**config.mk**
```make
export PLATFORM = sky130hd
export DESIGN_NAME = press_conditioner
export DESIGN_NICKNAME = d
export VERILOG_FILES = /design/src/rtl/press_conditioner.sv
export SDC_FILE = /design/constraint.sdc
export NUM_CORES = 1
export LEC_CHECK = 0
export BUFFER_PORTS_ARGS = -buffer_cell sky130_fd_sc_hd__buf_4
export CAP_MARGIN = 20
export CORE_UTILIZATION = 54
export DETAILED_ROUTE_END_ITERATION = 10
export PLACE_DENSITY_LB_ADDON = 0.1
export SLEW_MARGIN = 15
export SYNTH_ARGS = -nofsm -noshare
export SYNTH_HDL_FRONTEND = slang
export SYNTH_SLANG_ARGS = --single-unit
```
**constraint.sdc**
```tcl
create_clock -name clk -period 1.4 [get_ports clk]
set_input_delay 0.21 -clock clk [delete_from_list [all_inputs] [get_ports clk]]
set_output_delay 0.21 -clock clk [all_outputs]
set_load 0.01 [all_outputs]
```
**src/rtl/press_conditioner.sv**
```systemverilog
`default_nettype none
// ============================================================================
// Module   : press_conditioner
// Brief    : Per-key 2-flop synchroniser, debounce FSM and one-shot press pulse.
//            Optional macro TIE_CANCEL_EN suppresses coincident pulses.
// Revision : 1.0 - initial release
// ============================================================================
module press_conditioner #(
    parameter int N_KEYS          = 2,
    parameter int DEBOUNCE_CYCLES = 4,
    parameter int CNT_W           = $clog2(DEBOUNCE_CYCLES + 1)
) (
    input  logic              clk,
    input  logic              reset,
    input  logic [N_KEYS-1:0] key_raw,
    output logic [N_KEYS-1:0] press_pulse,
    output logic [N_KEYS-1:0] held
);

    localparam logic [1:0] c_IDLE       = 2'd0;
    localparam logic [1:0] c_CONF_PRESS = 2'd1;
    localparam logic [1:0] c_HELD       = 2'd2;
    localparam logic [1:0] c_CONF_REL   = 2'd3;

    localparam logic [CNT_W-1:0] c_CNT_MAX = CNT_W'(DEBOUNCE_CYCLES - 1);
    localparam logic [CNT_W-1:0] c_CNT_ONE = CNT_W'(1);

    logic [N_KEYS-1:0] r_s1;
    logic [N_KEYS-1:0] r_s2;
    logic [N_KEYS-1:0] r_pulse;
    logic [N_KEYS-1:0] r_held;
    logic [N_KEYS-1:0] w_fire;
    logic [N_KEYS-1:0] w_held_nxt;
    logic [N_KEYS-1:0] w_pulse_nxt;

    always_ff @(posedge clk or negedge reset) begin
        if (!reset) begin
            r_s1    <= '0;
            r_s2    <= '0;
            r_pulse <= '0;
            r_held  <= '0;
        end else begin
            r_s1    <= key_raw;
            r_s2    <= r_s1;
            r_pulse <= w_pulse_nxt;
            r_held  <= w_held_nxt;
        end
    end

    for (genvar i = 0; i < N_KEYS; i++) begin : g_ch
        logic [1:0]       r_state;
        logic [1:0]       w_state_nxt;
        logic [CNT_W-1:0] r_cnt;
        logic [CNT_W-1:0] w_cnt_nxt;

        always_ff @(posedge clk or negedge reset) begin
            if (!reset) begin
                r_state <= c_IDLE;
                r_cnt   <= '0;
            end else begin
                r_state <= w_state_nxt;
                r_cnt   <= w_cnt_nxt;
            end
        end

        always_comb begin
            w_state_nxt = r_state;
            w_cnt_nxt   = r_cnt;
            case (r_state)
                c_IDLE: begin
                    if (r_s2[i]) begin
                        w_state_nxt = c_CONF_PRESS;
                        w_cnt_nxt   = c_CNT_ONE;
                    end else begin
                        w_cnt_nxt   = '0;
                    end
                end
                c_CONF_PRESS: begin
                    if (!r_s2[i]) begin
                        w_state_nxt = c_IDLE;
                        w_cnt_nxt   = '0;
                    end else if (r_cnt == c_CNT_MAX) begin
                        w_state_nxt = c_HELD;
                        w_cnt_nxt   = '0;
                    end else begin
                        w_cnt_nxt   = r_cnt + c_CNT_ONE;
                    end
                end
                c_HELD: begin
                    if (!r_s2[i]) begin
                        w_state_nxt = c_CONF_REL;
                        w_cnt_nxt   = c_CNT_ONE;
                    end
                end
                c_CONF_REL: begin
                    // A return to 1 here is release bounce: back to HELD silently.
                    if (r_s2[i]) begin
                        w_state_nxt = c_HELD;
                        w_cnt_nxt   = '0;
                    end else if (r_cnt == c_CNT_MAX) begin
                        w_state_nxt = c_IDLE;
                        w_cnt_nxt   = '0;
                    end else begin
                        w_cnt_nxt   = r_cnt + c_CNT_ONE;
                    end
                end
                default: begin
                    w_state_nxt = c_IDLE;
                    w_cnt_nxt   = '0;
                end
            endcase
        end

        assign w_fire[i]     = (r_state == c_CONF_PRESS) && r_s2[i] && (r_cnt == c_CNT_MAX);
        assign w_held_nxt[i] = (w_state_nxt == c_HELD) || (w_state_nxt == c_CONF_REL);
    end

`ifdef TIE_CANCEL_EN
    logic w_tie;
    // More than one bit set <=> clearing the lowest set bit leaves something.
    assign w_tie       = |(w_fire & (w_fire - N_KEYS'(1)));
    assign w_pulse_nxt = w_tie ? '0 : w_fire;
`else
    assign w_pulse_nxt = w_fire;
`endif

    assign press_pulse = r_pulse;
    assign held        = r_held;

endmodule
`default_nettype wire

```
==> results_dict.tcl <==
set metrics [dict create \
    status "finished, final reports clean" \
    hold_buffers 1 \
    place_inst 78 \
    grt_pass1_wl_mm 1.78 \
    cts_root_buffer "clkbuf_4" \
    setup_ws_ps 143 \
    relSlewSlack 0.773 \
    worst_path_largest_cell_delay_ps 410 \
    leakage_nw 0.382 \
    clk-insertion-delay-late_ps 290 \
    finalSetupViolCount 0 \
    path_buf_inv 0 \
    crit_start "g_ch[0].r_cnt[0]$_DFFE_PN0P_" \
    postCtsSetupRepairBufs 0 \
    ys_warn_count 0 \
    grt.overflow.total 0 \
    start_util 0.621 \
    grt_pass1_vias 428 \
    r2r-start "g_ch[0].r_cnt[0]$_DFFE_PN0P_" \
    dpl_cell_area_sq_um 776 \
    drtPass1Iterations 4 \
    portBuffers 7 \
    pre_cts_ws_ps 163 \
    cts_buffers 3 \
    irDropWorstVdd_mv 1.13 \
    synthesis.instances 61 \
    utilization 0.693 \
    multiInputGateArea_sq_um 305 \
    drc_errors 0 \
    cts_resized 0 \
    fp.coreArea_sq_mm 0.00119 \
    cts_tree "built" \
    wire_per_inst_um 12.4 \
    syn_nets 67 \
    required_ps 1580 \
    ant_nets 0 \
    sw_frac_of_total 0.331 \
    synth_seq_area_share 0.543 \
    ys_types 26 \
    dieArea_sq_mm 0.00152 \
    rr_worst_depth 4 \
    die_h_um 38.9 \
    rsz0062_at_grt "false" \
    clk_pin_slew_ps 100 \
    hold_class "in -> reg" \
    drive_gt1_frac 0.261 \
    cap_violations 0 \
    min_delay_path_depth 1 \
    clkPwrFrac 0.203 \
    synth_area_leaders "dfrtp_1 54%, nand2b_1 4.2%, mux2_4 4.1%, nor2b_4 3.7%, ha_1 3.4%" \
    clock.fmax_ghz 0.796 \
    wl_mm 1.03 \
    syn_avg_cell_area_sq_um 12.1 \
    fin_crit_ps 1260 \
    yosys.area.top_type "dfrtp_1" \
    worstHoldStart "key_raw[0]" \
    cp.depth 4 \
    critPathTopFamily "flip-flops" \
    worstSetupEndpointType "register" \
    critical_path_class "reg -> reg" \
    cp_max_fo 3 \
    hold_viol 0 \
    fillers 79 \
    wl_met2_um 410 \
    yosysTopAreaCellShare 0.543 \
    htree_levels 1 \
    cts_buffer_depth 2 \
    worst_pin_slew_ps 341 \
    vias 439 \
    antenna_found_initial 0 \
    ys_ff_latch 16 \
    worstPathArrival_ps 1440 \
    final_max_slew_viol_count 0 \
    power-per-cell-area_mw_per_mm2 1820 \
    stdcell_count 83 \
    p_switching_uw 495 \
    routabilityCongestion 0.801 \
    slowest_stage "dfrtp_1" \
    final.period_utilization 0.898 \
    diodes 0 \
    grt_usage 0.184 \
    setup_tns_ps 0 \
    fin_nets 76 \
    synthesis.area_sq_um 737 \
    p_comb_frac 0.303 \
    startpoint_type "register" \
    io_pins 8 \
    syn2layout_area_growth_pct 11.5 \
    die_w_um 38.9 \
    seqCellArea_sq_um 400 \
    seqPwrFrac 0.494 \
    wl_met3_um 43 \
    grt_max_degree 17 \
    clkSinkCount 16 \
    crit_chain "ha_1 -> nor2b_4 -> nand2_2 -> mux2_4" \
    p_int_mw 1.00 \
    row_count 12 \
    finalClockSkew_ps 6.72 \
    top_layer "met4" \
    postLayoutCellArea_sq_um 822 \
    drt-initial-drc-count 8 \
    post_drt_via_cell_ratio 5.29 \
    drt-met1-wl_um 553 \
]
## synthesized netlist by cell type
| library cell | number |
|---|---|
| a211o_1 | 1 |
| a21boi_1 | 1 |
| a21oi_1 | 2 |
| a22oi_1 | 1 |
| a31oi_1 | 1 |
| and4bb_1 | 1 |
| buf_2 | 1 |
| buf_4 | 2 |
| buf_6 | 1 |
| dfrtp_1 | 16 |
| ha_1 | 2 |
| mux2_4 | 2 |
| nand2_1 | 3 |
| nand2_2 | 2 |
| nand2b_1 | 5 |
| nand3b_1 | 2 |
| nand4b_1 | 2 |
| nor2_1 | 6 |
| nor2b_4 | 2 |
| nor3_1 | 1 |
| o211a_1 | 1 |
| o211ai_1 | 1 |
| o21a_1 | 2 |
| o21ai_0 | 1 |
| o21ai_2 | 1 |
| xnor2_1 | 1 |
## state kept, by name, indices dropped and copies added (netlist names)
signal / flops
g_ch.r_cnt: 6
g_ch.r_state: 3
press_pulse: 2
r_s1: 2
r_s2: 2
held: 1
## placed cells by master (no fill, tap or decap), types with 2 or more instances in the layout
master	n
nand2b_1	5
dfrtp_1	16
o21a_1	2
nand2_2	2
nor2b_4	2
clkbuf_4	3
buf_4	7
ha_1	2
nand4b_1	2
nand2_1	3
nand3b_1	2
a21oi_1	2
mux2_4	2
nor2_1	6
## metrics by stage
step	hold slack [ps]	power [mW]
after floorplan	-85.6	1.11
after global placement	73.0	1.19
after detailed placement	76.1	1.20
after CTS	11.6	1.51
after global routing	5.52	1.61
final	18.3	1.50
## power by group through the flow
stage	registers (mW)	clock network (mW)	logic, mW
6_report	0.740	0.305	0.454
5_1_grt	0.764	0.338	0.511
4_1_cts	0.737	0.318	0.460
3_5_place_dp	0.744	0	0.452
3_3_place_gp	0.741	0	0.446
2_1_floorplan	0.680	0	0.428
## worst paths after layout
path                       slack, ps                            to
setup / recovery                 140             held[0]$_DFF_PN0_
hold / removal                    20             r_s1[0]$_DFF_PN0_
setup reg to reg                 140             held[0]$_DFF_PN0_
hold reg to reg                  360             r_s2[0]$_DFF_PN0_
max in group asynchronous        930             r_s1[1]$_DFF_PN0_
min in group asynchronous        300  g_ch[0].r_state[0]$_DFF_PN0_
## metal layers
metal,vias up,GRT usage
met5,-,0
met4,0,0.129
met3,2,0.0520
met2,10,0.254
met1,200,0.243
li1,227,-
## final cells by class
class / count / area share
well taps: 14 / 0.0213
multi-input cells: 41 / 0.371
flip-flops and latches: 16 / 0.487
repair buffers: 8 / 0.0761
clock buffers: 4 / 0.0441
## cell families (layout without fill, tap and decap cells)
logic type | after synthesis | after routing | synth area share
compound gates | 12 | 12 | 0.117
fa+ha+maj | 2 | 2 | 0.0340
flops | 16 | 16 | 0.543
simple gates | 24 | 24 | 0.211
xor+xnor | 1 | 1 | 0.0119
mux | 2 | 2 | 0.0407
buf+inv | 4 | 12 | 0.0424
Note: power is estimated with default switching activity, not from simulation.
